### src/rtl/cpu_data_lsu.sv
// Load/store unit between the RV32I core memory stage and the data-port BRAM.
// Handles one request at a time: lane alignment and byte enables for stores,
// waits out the BRAM read latency for loads, then extracts and extends the
// loaded data. Misaligned or illegal requests are answered with an error and
// never reach the BRAM.
`timescale 1ns/1ps
module cpu_data_lsu #(
  parameter int unsigned RD_LATENCY    = 1,    // BRAM read latency, 1..8
  parameter bit          MEM_WORD_ADDR = 1'b1  // 1: word address, 0: byte address
) (
  input  logic        aclk,
  input  logic        areset,
  input  logic        req_valid,
  output logic        req_ready,
  input  logic        req_we,
  input  logic [2:0]  req_funct3,
  input  logic [31:0] req_addr,
  input  logic [31:0] req_wdata,
  output logic        resp_valid,
  output logic [31:0] resp_rdata,
  output logic        resp_err,
  output logic [31:0] addr_data,
  output logic [31:0] data_out_data,
  input  logic [31:0] data_in_data,
  output logic        en_data,
  output logic [3:0]  we_data
);

  typedef enum logic [2:0] {StIdle, StIssue, StWait, StCapt, StResp} state_e;

  // WAIT lasts RD_LATENCY-1 cycles; the counter runs from this value down to 0.
  localparam logic [2:0] WaitInit = (RD_LATENCY >= 2) ? 3'(RD_LATENCY - 2) : 3'd0;

  state_e      state_q;
  logic        we_q;
  logic [2:0]  funct3_q;
  logic [1:0]  addr_lo_q;
  logic [2:0]  wait_cnt_q;

  logic        req_illegal;
  logic [3:0]  st_mask;
  logic [31:0] st_data;
  logic [31:0] req_mem_addr;
  logic [7:0]  ld_byte;
  logic [15:0] ld_half;
  logic [31:0] ld_data;

  assign req_ready = (state_q == StIdle) && !areset;

  // Decode the incoming request: legality, store lane data and byte enables.
  always_comb begin
    req_illegal = 1'b0;
    st_mask     = 4'b0000;
    st_data     = req_wdata;
    unique case (req_funct3)
      3'd0: begin
        st_mask = 4'b0001 << req_addr[1:0];
        st_data = {4{req_wdata[7:0]}};
      end
      3'd1: begin
        st_mask     = 4'b0011 << req_addr[1:0];
        st_data     = {2{req_wdata[15:0]}};
        req_illegal = req_addr[0];
      end
      3'd2: begin
        st_mask     = 4'b1111;
        req_illegal = |req_addr[1:0];
      end
      3'd4:    req_illegal = req_we;
      3'd5:    req_illegal = req_we | req_addr[0];
      default: req_illegal = 1'b1;
    endcase
    req_mem_addr = MEM_WORD_ADDR ? {2'b00, req_addr[31:2]} : {req_addr[31:2], 2'b00};
  end

  // Pick the addressed byte/half out of the BRAM word and extend it.
  always_comb begin
    unique case (addr_lo_q)
      2'd0:    ld_byte = data_in_data[7:0];
      2'd1:    ld_byte = data_in_data[15:8];
      2'd2:    ld_byte = data_in_data[23:16];
      default: ld_byte = data_in_data[31:24];
    endcase
    ld_half = addr_lo_q[1] ? data_in_data[31:16] : data_in_data[15:0];
    unique case (funct3_q)
      3'd0:    ld_data = {{24{ld_byte[7]}}, ld_byte};
      3'd1:    ld_data = {{16{ld_half[15]}}, ld_half};
      3'd4:    ld_data = {24'd0, ld_byte};
      3'd5:    ld_data = {16'd0, ld_half};
      default: ld_data = data_in_data;
    endcase
  end

  // Request FSM with registered BRAM strobes and response outputs.
  always_ff @(posedge aclk) begin
    if (areset) begin
      state_q       <= StIdle;
      we_q          <= 1'b0;
      funct3_q      <= 3'd0;
      addr_lo_q     <= 2'd0;
      wait_cnt_q    <= 3'd0;
      resp_valid    <= 1'b0;
      resp_rdata    <= 32'd0;
      resp_err      <= 1'b0;
      addr_data     <= 32'd0;
      data_out_data <= 32'd0;
      en_data       <= 1'b0;
      we_data       <= 4'b0000;
    end else begin
      // Strobes are single-cycle; only the transition into ISSUE/RESP raises them.
      en_data    <= 1'b0;
      we_data    <= 4'b0000;
      resp_valid <= 1'b0;
      unique case (state_q)
        StIdle: begin
          if (req_valid) begin
            we_q      <= req_we;
            funct3_q  <= req_funct3;
            addr_lo_q <= req_addr[1:0];
            if (req_illegal) begin
              state_q    <= StResp;
              resp_valid <= 1'b1;
              resp_err   <= 1'b1;
              resp_rdata <= 32'd0;
            end else begin
              state_q   <= StIssue;
              en_data   <= 1'b1;
              addr_data <= req_mem_addr;
              if (req_we) begin
                we_data       <= st_mask;
                data_out_data <= st_data;
              end
            end
          end
        end
        StIssue: begin
          if (we_q) begin
            state_q    <= StResp;
            resp_valid <= 1'b1;
            resp_err   <= 1'b0;
            resp_rdata <= 32'd0;
          end else if (RD_LATENCY <= 1) begin
            state_q <= StCapt;
          end else begin
            state_q    <= StWait;
            wait_cnt_q <= WaitInit;
          end
        end
        StWait: begin
          if (wait_cnt_q == 3'd0) begin
            state_q <= StCapt;
          end else begin
            wait_cnt_q <= wait_cnt_q - 3'd1;
          end
        end
        StCapt: begin
          state_q    <= StResp;
          resp_valid <= 1'b1;
          resp_err   <= 1'b0;
          resp_rdata <= ld_data;
        end
        default: begin
          state_q <= StIdle;
        end
      endcase
    end
  end

endmodule

### config.mk
export PLATFORM = sky130hd
export DESIGN_NAME = cpu_data_lsu
export DESIGN_NICKNAME = d
export VERILOG_FILES = /design/src/rtl/cpu_data_lsu.sv
export SDC_FILE = /design/constraint.sdc
export NUM_CORES = 1
export LEC_CHECK = 0
export BUFFER_PORTS_ARGS = -buffer_cell sky130_fd_sc_hd__buf_2
export CAP_MARGIN = 15
export CORE_UTILIZATION = 38
export DETAILED_ROUTE_END_ITERATION = 16
export GPL_TIMING_DRIVEN = 1
export PLACE_DENSITY_LB_ADDON = 0.12
export SKIP_CTS_REPAIR_TIMING = 1
export SLEW_MARGIN = 20
export SYNTH_ARGS = -nofsm -noshare
export SYNTH_HDL_FRONTEND = slang
export SYNTH_SLANG_ARGS = --single-unit
export TNS_END_PERCENT = 30
### constraint.sdc
create_clock -name aclk -period 2.8 [get_ports aclk]
set_input_delay 0.14 -clock aclk [delete_from_list [all_inputs] [get_ports aclk]]
set_output_delay 0.14 -clock aclk [all_outputs]
set_load 0.05 [all_outputs]
==> impl_metrics.ini <==
[outcome]
outcome = finished, violations left
violations = hold timing

[route]
viasPerCell = 5.09
drt.antenna.violating_nets = 0
vias = 4931
drt-total-wl_mm = 14.3
drtPass1Iterations = 7
wl_per_cell_um = 14.8
drc_errors = 0
drtIter0Drc = 316

[die]
die_h_um = 115
rows = 40
io_pins = 207
core_area_um2 = 12200
dieArea_um2 = 13100
start_util_pct = 39.6
fp.dieW_um = 115

[setup_path]
startpoint_type = flip-flop
worstPathCellList = or4b_1 -> nor3_4 -> nor3_4 -> buf_8 -> a221o_1
max_stage_delay_ps = 720
worstPathArrival_ps = 2510
crit_type = reg2reg
cp_data_required_time_ps = 3090
crit_buf_inv = 1
cp_max_fo = 23
cp_common_cell = nor3_4
slowest_stage = or4b_1
crit_path_end_kind = flip-flop
critPathTopFamily = simple AND/OR/NAND/NOR gates

[clock_tree]
cts.clk_slew.worst_paths_ps = 50
insertion_delay_ps = 410
clock-root-buffer = clkbuf_16
cts_tree = done
cts_buffer_depth = 2
cts_num_sinks = 113
h-tree-depth = 4
cts_buffers = 17

[power]
p_clk_share_pct = 45.9
p_comb_share_pct = 17.0
p_switching_w = 0.00131
p_sw_share_pct = 27.8
powerDensity_nw_per_um2 = 675
cell_internal_pwr_w = 0.00340
leakagePower_nw = 3.05
power_frac_seq_pct = 37.1
ir_drop_uv = 404
power_w = 0.00471

[yosys]
synth_seq_area_share_pct = 46.9
synthDistinctLibCells = 46
ys.warnings.count = 0
synthArstFlopShare_pct = 0
avgSynthCellArea_um2 = 8.68
syn_inst = 555
synth_area_um2 = 4820
synth_edf_count = 0
ys_seq_elements = 113
synth_ff_type = dfxtp_1

[layout]
diodes = 0
stdcell_count = 968
drive_gt1_share_pct = 33.4
nNetsFinal = 892
syn2layout_area_growth_pct = 44.8
fin_util_pct = 57.4

[global_route]
track_usage_pct = 20.6
grt_max_degree = 57
grt_overflow_total = 0
antenna_found_initial = 1
grt_pass1_wl_mm = 20.9
grt_pass1_vias = 4227

[timing]
maxSlewViolCount = 0
fin_skew_ps = 6.80
fmax_mhz = 450
rsz0062_at_grt = false
hold_viol = 4
hold_ws_ps = -23.9
tns_ps = 0
maxSlewHeadroom_pct = 38.6
min_period_ps = 2220
setup-violations-final = 0
finalCritPeriodShare_pct = 79.3
worst_pin_slew_ps = 908

[job]
max_cap_violations = 0

[place]
routabilityCongestion = 0.775
hpwl_mm = 9.80
dp.cells = 890
io_buffers = 204

[worst_hold_path]
worstHoldPathType = in2reg
==> through the flow <==
step                worst slack (ps)  area [µm²]
finish                           580        6980
CTS                              528        6510
detailed placement               539        5920
floorplan                        679        4820
global placement                 620        5920
global route                     497        6980
==> kinds of logic after synthesis <==
family,after synthesis,share of synthesized area (%)
AND/OR/NAND/NOR,197,18.1
AO/OA/AOI/OAI,156,22.2
flip-flops,113,46.9
buffers and inverters,55,5.45
multiplexers,30,6.49
adder cells (fa/ha/maj),2,0.519
other,1,0.0778
XOR/XNOR,1,0.182
==> sequential cells by signal, indices dropped and copies added (netlist names) <==
signal / count
en_data: 1
we_data: 4
we_q: 1
addr_data: 30
addr_lo_q: 2
funct3_q: 3
data_out_data: 32
state_q: 3
resp_valid: 1
wait_cnt_q: 3
resp_err: 1
resp_rdata: 32
==> cell type report <==
type	instances	area (µm²)
clock inverters	10	134
fillers	1129	5180
multi-input cells	388	2310
clock buffers	22	464
repair buffers	262	1580
well taps	168	210
inverters	5	18.8
flip-flops and latches	113	2260
==> cells in the mapped netlist, types with 2 or more instances <==
library cell	instances	area, µm²
nor4_1	4	25.0
nand3_1	2	10.0
inv_1	5	18.8
nor3_1	8	40.0
mux2_2	10	113
a21oi_1	63	315
a211oi_1	10	75.1
dfxtp_1	113	2260
a222oi_1	2	20.0
nand2_1	114	428
buf_1	5	18.8
nor2_1	43	161
a311oi_1	8	70.1
o21ai_0	23	115
o21a_1	2	15.0
a22o_1	2	17.5
nor2b_1	4	25.0
buf_2	12	60.1
nor4b_1	2	17.5
buf_4	5	37.5
ha_1	2	25.0
mux2i_1	20	200
o211ai_1	11	82.6
clkbuf_1	25	93.8
a32o_1	7	70.1
nor3_2	2	20.0
a221o_1	22	220
nand2b_1	9	56.3
buf_6	3	33.8
==> worst paths after layout <==
kind | from | end | cells after the start | slack, ps
worst max register to register | state_q[2] | resp_rdata[17] | 5 | 580
worst max-delay path | state_q[2] | resp_rdata[17] | 5 | 580
worst min-delay path | req_addr[22] | addr_data[20] | 3 | -20
worst min register to register | data_out_data[5] | data_out_data[5] | 2 | 450
==> cells in the final DEF, fill, tap and decap left out, types with 3 or more instances in the layout <==
master / instances
nand2b_1: 9
mux2_2: 10
buf_2: 204
clkinv_2: 4
dlygate4sd3_1: 45
nor3_1: 8
nor4_1: 4
clkbuf_16: 17
buf_4: 12
clkbuf_1: 3
mux2i_1: 20
bufinv_16: 3
nor2_1: 43
nor2b_1: 4
o21ai_0: 22
a32o_1: 7
nand2_1: 114
a211oi_1: 10
o211ai_1: 11
a21oi_1: 63
dfxtp_1: 113
a311oi_1: 8
a221o_1: 22
inv_1: 5
==> power by group through the flow <==
stage | sequential [W] | combinational (W) | clock (W)
CTS | 0.00175 | 0.000744 | 0.00220
finish | 0.00175 | 0.000802 | 0.00216
detailed placement | 0.00178 | 0.000743 | 0
floorplan | 0.00194 | 0.000369 | 0
global placement | 0.00178 | 0.000736 | 0
global route | 0.00176 | 0.000859 | 0.00228
==> layer usage <==
layer  wire length [µm]  vias up  track usage (%)
li1                   -     2429                -
met1               6450     2313             26.5
met2               6820      167             32.4
met3                828       20             5.61
met4                228        2             8.92
met5                 15        -                0
==> worst min-delay path, delay by kind of cell <==
kind | cells | cell delay (ps)
compound gates | 1 | 50
buf+inv | 1 | 100
simple gates | 1 | 50
No activity file was read; power rests on OpenSTA's default activity.
